**config.mk**
```make
export PLATFORM = sky130hd
export DESIGN_NAME = btn_press_ctrl_flat
export DESIGN_NICKNAME = d
export VERILOG_FILES = /design/src/rtl/btn_press_ctrl_if.sv /design/src/rtl/btn_press_ctrl.sv /design/src/flat_wrapper.sv
export SDC_FILE = /design/constraint.sdc
export NUM_CORES = 1
export LEC_CHECK = 0
export CORE_MARGIN = 5
export CORE_UTILIZATION = 34
export DETAILED_ROUTE_END_ITERATION = 10
export SETUP_SLACK_MARGIN = 0.02
export SYNTH_ARGS = -nofsm -noshare
export SYNTH_HDL_FRONTEND = slang
export SYNTH_SLANG_ARGS = --single-unit
```
**constraint.sdc**
```tcl
create_clock -name clk -period 3.7 [get_ports clk]
set_input_delay 0.74 -clock clk [delete_from_list [all_inputs] [get_ports clk]]
set_output_delay 0.74 -clock clk [all_outputs]
set_load 0.02 [all_outputs]
```
**src/rtl/btn_press_ctrl_if.sv**
```systemverilog
// Button sequencer bus: sampled inputs from the debouncer/divider and
// classified press events towards the display logic.
interface btn_press_ctrl_if #(
  parameter int unsigned CNT_W = 8
);

  logic             tick;
  logic             btn_level;
  logic             short_pulse;
  logic             long_pulse;
  logic             repeat_pulse;
  logic             double_pulse;
  logic             pressed;
  logic [CNT_W-1:0] evt_count;

  // Stimulus / upstream side
  modport master (
    output tick,
    output btn_level,
    input  short_pulse,
    input  long_pulse,
    input  repeat_pulse,
    input  double_pulse,
    input  pressed,
    input  evt_count
  );

  // Sequencer side
  modport slave (
    input  tick,
    input  btn_level,
    output short_pulse,
    output long_pulse,
    output repeat_pulse,
    output double_pulse,
    output pressed,
    output evt_count
  );

endinterface

```
**src/rtl/btn_press_ctrl.sv**
```systemverilog
// Button press sequencer: classifies debounced presses into short, long,
// auto-repeat (and optionally double-click) events and counts them.
// All state moves on tick cycles only; every event output is registered and
// high for exactly the cycle after the deciding tick.
// Optional feature: define BTN_DBLCLK_EN to enable double-click detection
// (adds the GAP and PRESS2 states); the default build has no double-click.
module btn_press_ctrl #(
  parameter int unsigned LONG_TICKS   = 500,
  parameter int unsigned REPEAT_TICKS = 100,
  parameter int unsigned DBL_TICKS    = 250,
  parameter int unsigned CNT_W        = 8
) (
  input  logic             clk,
  input  logic             rst,
  btn_press_ctrl_if.slave  bus
);

  localparam int unsigned MAX_LR = (LONG_TICKS > REPEAT_TICKS) ? LONG_TICKS : REPEAT_TICKS;
  localparam int unsigned MAX_T  = (MAX_LR > DBL_TICKS) ? MAX_LR : DBL_TICKS;
  localparam int unsigned HOLD_W = $clog2(MAX_T + 1);

  // The press tick itself counts as the first held tick, so PRESS fires one
  // increment earlier than the states that start counting after entry.
  localparam logic [HOLD_W-1:0] LONG_THR = HOLD_W'(LONG_TICKS - 2);
  localparam logic [HOLD_W-1:0] REP_THR  = HOLD_W'(REPEAT_TICKS - 1);
`ifdef BTN_DBLCLK_EN
  localparam logic [HOLD_W-1:0] DBL_THR  = HOLD_W'(DBL_TICKS - 1);
`endif

`ifdef BTN_DBLCLK_EN
  typedef enum logic [2:0] {
    ARM    = 3'd0,
    IDLE   = 3'd1,
    PRESS  = 3'd2,
    LONG   = 3'd3,
    GAP    = 3'd4,
    PRESS2 = 3'd5
  } state_t;
`else
  typedef enum logic [2:0] {
    ARM    = 3'd0,
    IDLE   = 3'd1,
    PRESS  = 3'd2,
    LONG   = 3'd3
  } state_t;
`endif

  state_t            state_q;
  state_t            state_d;
  logic [HOLD_W-1:0] hold_q;
  logic [HOLD_W-1:0] hold_d;
  logic [CNT_W-1:0]  evt_q;
  logic [CNT_W-1:0]  evt_d;
  logic              short_q;
  logic              short_d;
  logic              long_q;
  logic              long_d;
  logic              rep_q;
  logic              rep_d;
  logic              pressed_q;
  logic              pressed_d;
`ifdef BTN_DBLCLK_EN
  logic              dbl_q;
  logic              dbl_d;
`endif

  // State and hold counter register
  always_ff @(posedge clk) begin
    if (rst) begin
      state_q <= ARM;
      hold_q  <= '0;
    end else begin
      state_q <= state_d;
      hold_q  <= hold_d;
    end
  end

  // Next-state, hold counter and event decisions, evaluated on ticks only
  always_comb begin
    state_d = state_q;
    hold_d  = hold_q;
    short_d = 1'b0;
    long_d  = 1'b0;
    rep_d   = 1'b0;
`ifdef BTN_DBLCLK_EN
    dbl_d   = 1'b0;
`endif
    if (bus.tick) begin
      case (state_q)
        ARM: begin
          // A button held through reset must be released before it counts
          if (!bus.btn_level) begin
            state_d = IDLE;
            hold_d  = '0;
          end
        end
        IDLE: begin
          hold_d = '0;
          if (bus.btn_level) begin
            state_d = PRESS;
          end
        end
        PRESS: begin
          if (!bus.btn_level) begin
            hold_d  = '0;
`ifdef BTN_DBLCLK_EN
            state_d = GAP;
`else
            state_d = IDLE;
            short_d = 1'b1;
`endif
          end else if (hold_q == LONG_THR) begin
            state_d = LONG;
            long_d  = 1'b1;
            hold_d  = '0;
          end else begin
            hold_d = hold_q + HOLD_W'(1);
          end
        end
        LONG: begin
          if (!bus.btn_level) begin
            state_d = IDLE;
            hold_d  = '0;
          end else if (hold_q == REP_THR) begin
            rep_d  = 1'b1;
            hold_d = '0;
          end else begin
            hold_d = hold_q + HOLD_W'(1);
          end
        end
`ifdef BTN_DBLCLK_EN
        GAP: begin
          if (bus.btn_level) begin
            state_d = PRESS2;
            hold_d  = '0;
          end else if (hold_q == DBL_THR) begin
            state_d = IDLE;
            short_d = 1'b1;
            hold_d  = '0;
          end else begin
            hold_d = hold_q + HOLD_W'(1);
          end
        end
        PRESS2: begin
          if (!bus.btn_level) begin
            state_d = IDLE;
            dbl_d   = 1'b1;
            hold_d  = '0;
          end else if (hold_q == LONG_THR) begin
            // Long hold on the second click drops the first click
            state_d = LONG;
            long_d  = 1'b1;
            hold_d  = '0;
          end else begin
            hold_d = hold_q + HOLD_W'(1);
          end
        end
`endif
        default: begin
          state_d = ARM;
          hold_d  = '0;
        end
      endcase
    end
  end

  // Event counter and button-down flag follow the decisions above
  always_comb begin
    evt_d = evt_q;
    if (short_d || rep_d) begin
      evt_d = evt_q + CNT_W'(1);
    end
`ifdef BTN_DBLCLK_EN
    if (dbl_d) begin
      evt_d = evt_q + CNT_W'(2);
    end
    pressed_d = (state_d == PRESS) || (state_d == LONG) || (state_d == PRESS2);
`else
    pressed_d = (state_d == PRESS) || (state_d == LONG);
`endif
  end

  // Registered event pulses, counter and pressed flag
  always_ff @(posedge clk) begin
    if (rst) begin
      short_q   <= 1'b0;
      long_q    <= 1'b0;
      rep_q     <= 1'b0;
      pressed_q <= 1'b0;
      evt_q     <= '0;
`ifdef BTN_DBLCLK_EN
      dbl_q     <= 1'b0;
`endif
    end else begin
      short_q   <= short_d;
      long_q    <= long_d;
      rep_q     <= rep_d;
      pressed_q <= pressed_d;
      evt_q     <= evt_d;
`ifdef BTN_DBLCLK_EN
      dbl_q     <= dbl_d;
`endif
    end
  end

  assign bus.short_pulse  = short_q;
  assign bus.long_pulse   = long_q;
  assign bus.repeat_pulse = rep_q;
  assign bus.pressed      = pressed_q;
  assign bus.evt_count    = evt_q;
`ifdef BTN_DBLCLK_EN
  assign bus.double_pulse = dbl_q;
`else
  assign bus.double_pulse = 1'b0;
`endif

endmodule

```
**src/flat_wrapper.sv**
```systemverilog
// flat-port wrapper written by rule: the top's interface ports become plain ports
module btn_press_ctrl_flat 
#(
  parameter int unsigned LONG_TICKS   = 500,
  parameter int unsigned REPEAT_TICKS = 100,
  parameter int unsigned DBL_TICKS    = 250,
  parameter int unsigned CNT_W        = 8
)
  (clk, rst, bus_tick, bus_btn_level, bus_short_pulse, bus_long_pulse, bus_repeat_pulse, bus_double_pulse, bus_pressed, bus_evt_count);
  btn_press_ctrl_if #(.CNT_W(CNT_W)) bus_i ();
  input  logic clk;
  input  logic rst;
  input wire logic [$bits(bus_i.tick)-1:0] bus_tick;
  input wire logic [$bits(bus_i.btn_level)-1:0] bus_btn_level;
  output wire logic [$bits(bus_i.short_pulse)-1:0] bus_short_pulse;
  output wire logic [$bits(bus_i.long_pulse)-1:0] bus_long_pulse;
  output wire logic [$bits(bus_i.repeat_pulse)-1:0] bus_repeat_pulse;
  output wire logic [$bits(bus_i.double_pulse)-1:0] bus_double_pulse;
  output wire logic [$bits(bus_i.pressed)-1:0] bus_pressed;
  output wire logic [$bits(bus_i.evt_count)-1:0] bus_evt_count;
  assign bus_i.tick = bus_tick;
  assign bus_i.btn_level = bus_btn_level;
  assign bus_short_pulse = bus_i.short_pulse;
  assign bus_long_pulse = bus_i.long_pulse;
  assign bus_repeat_pulse = bus_i.repeat_pulse;
  assign bus_double_pulse = bus_i.double_pulse;
  assign bus_pressed = bus_i.pressed;
  assign bus_evt_count = bus_i.evt_count;
  btn_press_ctrl #(.LONG_TICKS(LONG_TICKS), .REPEAT_TICKS(REPEAT_TICKS), .DBL_TICKS(DBL_TICKS), .CNT_W(CNT_W)) u_core (.clk(clk), .rst(rst), .bus(bus_i));
endmodule
```
==> results of run 1 <==
## worst reg2reg max path: cells and delay by family (launching register included)
family,cells,cell delay [ns]
adders and majority gates,1,0.23
DFF,1,0.39
AOI/OAI and AO/OA,1,0.30
and+or+nand+nor,2,0.52
muxes,1,0.33
## sequential cells by signal, summed over array words and instances (netlist names)
register / flops
u_core.bus.evt_count: 8
u_core.bus.long_pulse: 1
u_core.bus.pressed: 1
u_core.bus.repeat_pulse: 1
u_core.bus.short_pulse: 1
u_core.hold_q: 9
u_core.state_q: 3
## cell usage after synthesis, types with 4 or more instances
cell       n
dfxtp_1   24
nand3_1   14
a21oi_1   12
nor2_1    12
nand2_1   10
clkbuf_1   7
nor2b_1    7
mux2_1     6
nand4_1    5
nor3_1     5
inv_1      4
o21ai_0    4
## stage by stage
stage          instance area, um^2  hold WS (ns)
2_1_floorplan                 1310         0.465
3_3_place_gp                  1480         0.483
3_5_place_dp                  1480         0.489
4_1_cts                       1550         0.501
5_1_grt                       1550         0.530
6_report                      1550         0.496
## cells by family after synthesis
group,share of synthesized area (%)
buffers and inverters,4.67
and+or+nand+nor,34.3
muxes,5.15
DFF,36.6
adders and majority gates,2.86
xor gates and xnor gates,0.668
other,0.286
AOI/OAI and AO/OA,15.5
## how the worst max path moves through the flow
| stage | start | endpoint | slack, ns | depth (start not counted) |
|---|---|---|---|---|
| 3_3_place_gp | bus_tick | u_core.bus.evt_count[7] | 0.94 | 5 |
| 2_1_floorplan | bus_tick | u_core.bus.evt_count[6] | 1.66 | 5 |
| 6_report | bus_tick | u_core.bus.evt_count[7] | 1.17 | 5 |
| 5_1_grt | bus_tick | u_core.bus.evt_count[6] | 1.09 | 5 |
| 4_1_cts | bus_tick | u_core.bus.evt_count[7] | 1.18 | 5 |
| 3_5_place_dp | bus_tick | u_core.bus.evt_count[7] | 0.89 | 5 |
## layout make-up
cell class	instances	area (um^2)	share of cell area (%)
clock buffers	3	41.3	2.66
repair buffers	16	158	10.1
inverters	4	15.0	0.966
well taps	48	60.1	3.86
multi-input cells	118	769	49.5
flip-flops and latches	24	480	30.9
clock inverters	1	30.0	1.93
## routing by layer
layer	track usage, %	vias to the layer above	share of wire (%)
met2	18.9	13	46
met1	15.2	557	51
met3	2.49	2	2.7
met5	0	-	0
li1	-	592	-
met4	4.59	0	0.83
## power breakdown
group / switching [uW] / internal (uW) / leakage [uW]
clock network: 85.0 / 145 / 0.0000357
logic: 16.5 / 8.95 / 0.000296
registers: 1.88 / 260 / 0.000193
==> impl_metrics.toml, run 1 <==
[timing]
min_period_over_period_pct = 68.4
max_freq_mhz = 395
rsz0062_at_grt = "no"
fin_setup_tns_ns = 0
finalCriticalPeriod_ns = 2.53
finalMaxSlewViolations = 0
max_slew_margin_pct = 55.4
clock_skew_ns = 0.00240
setup_viol = 0
worst_slack_ns = 1.17
worst_pin_slew_ns = 0.668
timing_hold_violations_final = 0

[clocking]
cts.clk_slew.worst_paths_ns = 0.09
cts.sinks = 24
cts.repair.resized = 0
clockRootBuffer = "clkbuf_8"
cts_buffer_depth = 2
htree_levels = 1
post_cts_buffers = 0
cts-hold-fix-buffers = 0
cts_buffers = 3
cts_tree = "built"
clock_latency_ns = 0.26

[hold_path]
hp-start = "u_core.hold_q[1]"
hold_path.class = "reg -> reg"
min_to = "u_core.hold_q[1]"
hold_depth = 2

[global_route]
grt_overflow_total = 0
grt_antenna_before_repair = 0
grt_pass1_vias = 1135
grt_max_degree = 19
grt_pass1_wl_mm = 5.03
grt_usage_pct = 11.7

[synthesis]
synth_cells = 156
synth_area_um2 = 1310
synth_top_area_share_pct = 36.6
synthTopCellsByArea = "dfxtp_1 (37%), nand3_1 (5.3%), mux2_1 (5.2%)"
synth.distinct_cells = 44
ys_ff_latch = 24
syn-num-nets = 163
synthArstFlopShare_pct = 0
synth.largest_area_cell = "dfxtp_1"
synthFlopType = "dfxtp_1"
synth_area_per_cell_um2 = 8.41
ys_seq_area_share_pct = 36.6
yosys_warnings = 0
synth_edf_count = 0

[worst_setup_path]
cp-start-kind = "primary input"
cp_slowest_cell = "clkdlybuf4s50_1"
r2r-start = "u_core.hold_q[0]"
critPathTopFamily = "simple AND/OR/NAND/NOR gates"
crit_chain = "clkdlybuf4s50_1 -> nand2_1 -> or4_1 -> a211oi_2 -> mux2_1"
slowest_delay_ns = 0.67
rr_endpoint = "u_core.bus.evt_count[7]"
r2r_cells = 5
crit_type = "in -> reg"
r2r_slack_ns = 1.83
critPathRequiredTime_ns = 3.86
cp-end-kind = "flop"
crit_buf_inv = 1
worstPathMaxFanout = 11
crit_arrival_ns = 2.69

[cells_and_area]
utilization_pct = 42.1
mostFrequentLayoutCell = "dfxtp_1"
instances_no_fill = 214
fin_nets = 174
fillCellCount = 390
drive_gt1_share_pct = 5.42
mostFrequentLayoutCells = "dfxtp_1 (24), clkdlybuf4s50_1 (15), nand3_1 (14), nor2_1 (12), a21oi_1 (12)"
num_antenna_cells = 0
syn2layout_area_growth_pct = 18.5

[floorplan]
coreArea_um2 = 3690
die_width_um = 72.1
dieArea_um2 = 5200
rows = 22
io-pin-count = 17
start_util_pct = 35.5
die_y_um = 72.1

[detailed_routing]
wl_per_cell_um = 13.5
drtPass1Iterations = 4
drt_iter0_markers = 95
via_per_inst = 5.44
route.vias.total = 1164
drc = 0
drt-total-wl_mm = 2.90
antenna_left = 0

[pwr]
finalPower_uw = 516
vdd_ir_drop_max_uv = 176
p_leak_uw = 0.000525
power_density_nw_per_um2 = 332

[place]
numPlacedInstances = 210
pre_cts_ws_ns = 0.894
hpwl_mm = 2.08
place_congestion = 0.804
port_buffers = 15

[outcome]
status = "finished, final reports clean"

[job]
maxCapViolations = 0
Note: power is estimated with default switching activity, not from simulation.
==> run 2, diff against run 1 <==
==> constraint.sdc (replaced) <==
create_clock -name clk -period 2.48 [get_ports clk]
set_input_delay 0.496 -clock clk [delete_from_list [all_inputs] [get_ports clk]]
set_output_delay 0.496 -clock clk [all_outputs]
set_load 0.02 [all_outputs]
==> run 2 against run 1 <==
Compared with the run above: clock skew grew 0.00097 ns; power grew 51%; wire length grew 4.1%; first-iteration DRC count shrank 7.4%; highest routed layer unchanged; clock-buffer cell count is the same; non-clock buffer count grew 5; register-to-register slack lost 1.3 ns; worst setup slack lost 0.76 ns.
==> impl_metrics.toml, run 2 (synthesis results as in run 1) <==
[global_route]
grt_usage_pct = 12.3
grt_overflow_total = 0
grt_antenna_before_repair = 0
busiest_layer = "met2"
grt_use_met3_pct = 2.49
grt_pass1_wl_mm = 5.19
grtUsageMet1_pct = 15.0
grt_max_degree = 17
use_met2_pct = 20.1
grt_pass1_vias = 1171

[clocking]
cts.clk_slew.worst_paths_ns = 0.09
cts.sinks = 24
clock_latency_ns = 0.27
cts_buffers = 3
clockRootBuffer = "clkbuf_8"
post_cts_buffers = 0
cts_tree = "built"
cts.repair.resized = 0
cts_buffer_depth = 2
cts-hold-fix-buffers = 0
htree_levels = 1

[cells_and_area]
num_antenna_cells = 0
largest_reg_flops = 9
mostFrequentLayoutCells = "dfxtp_1 (24), clkdlybuf4s50_1 (15), nand3_1 (14), nor2_1 (12), a21oi_1 (12)"
fin_nets = 179
instances_no_fill = 219
drive_gt1_share_pct = 8.19
mostFrequentLayoutCell = "dfxtp_1"
syn2layout_area_growth_pct = 21.4
largest_register = "u_core.hold_q"
finish.instance_area_um2 = 1590

[worst_setup_path]
slowest_delay_ns = 0.68
crit_chain = "clkdlybuf4s50_1 -> or4_1 -> a211oi_2 -> mux2_1"
cp-end-kind = "flop"
startpoint = "bus_btn_level"
crit_arrival_ns = 2.23
critPathRequiredTime_ns = 2.64
cp_slowest_cell = "or4_1"
r2r-start = "u_core.hold_q[0]"
worstPathMaxFanout = 6
cp-start-kind = "primary input"
crit_type = "in -> reg"

[timing]
max_freq_mhz = 483
setup_viol = 0
fin_setup_tns_ns = 0
max_slew_margin_pct = 66.7
min_period_over_period_pct = 83.4
rsz0062_at_grt = "no"
clock_skew_ns = 0.00336
worst_pin_slew_ns = 0.495
finalCriticalPeriod_ns = 2.07
timing_hold_violations_final = 0
finalMaxSlewViolations = 0

[pwr]
vdd_ir_drop_max_uv = 302
p_leak_uw = 0.000548
finalPower_uw = 779
power_density_nw_per_um2 = 490

[floorplan]
coreArea_um2 = 3690
dieArea_um2 = 5200
die_width_um = 72.1
io-pin-count = 17
die_y_um = 72.1
start_util_pct = 35.5
rows = 22

[detailed_routing]
via_per_inst = 5.52
wl_per_cell_um = 13.8
antenna_left = 0
drt-total-wl_mm = 3.02
route.vias.total = 1208
drc = 0
drtPass1Iterations = 4
drt_iter0_markers = 88

[place]
placed_area_um2 = 1520
numPlacedInstances = 215
hpwl_mm = 2.17
place_congestion = 0.791
port_buffers = 15

[hold_path]
hp-start = "u_core.hold_q[1]"
hold_path.class = "reg -> reg"

[outcome]
status = "finished, final reports clean"

[job]
maxCapViolations = 0
==> run 2: changes by cell type in the layout (fill, tap and decap cells not counted), sizes merged <==
cell  change
buf       +5
==> run 2: critical path, delay by kind of cell <==
family                 cells  cell delay, ns
and+or+nand+nor            1            0.68
muxes                      1            0.33
buffers and inverters      1            0.47
AOI/OAI and AO/OA          1            0.24
==> run 2: stage by stage <==
step                      util (%)  setup slack, ns  hold slack, ns
final                         43.1            0.411           0.502
after global routing          43.1            0.347           0.532
after CTS                     43.1            0.416           0.507
after detailed placement      41.2            0.124           0.494
after global placement        41.2            0.150           0.484
after floorplan                  -            0.682           0.465
==> run 2: where the power goes <==
part           switching (uW)  internal, uW  total (uW)
clock network             131           216         347
registers                2.87           387         390
logic                    25.4          16.8        42.1
total                     159           620         779
==> run 2: final cells by class <==
type | count | area, um^2
clock inverters | 1 | 30.0
clock buffers | 3 | 41.3
inverters | 4 | 15.0
well taps | 48 | 60.1
multi-input cells | 118 | 769
fillers | 401 | 2100
flip-flops and latches | 24 | 480
repair buffers | 21 | 195
==> run 2: final timing paths <==
kind	depth (start not counted)	slack [ns]	endpoint
setup / recovery	4	0.41	u_core.bus.evt_count[7]
hold / removal	2	0.50	u_core.hold_q[1]
setup reg to reg	5	0.57	u_core.bus.evt_count[7]
hold reg to reg	2	0.50	u_core.hold_q[1]
==> run 2: routing by layer <==
metal	vias up	part of all wire (%)
met5	-	0
met4	0	1.6
met3	6	4.4
met2	33	48
met1	568	46
li1	601	-
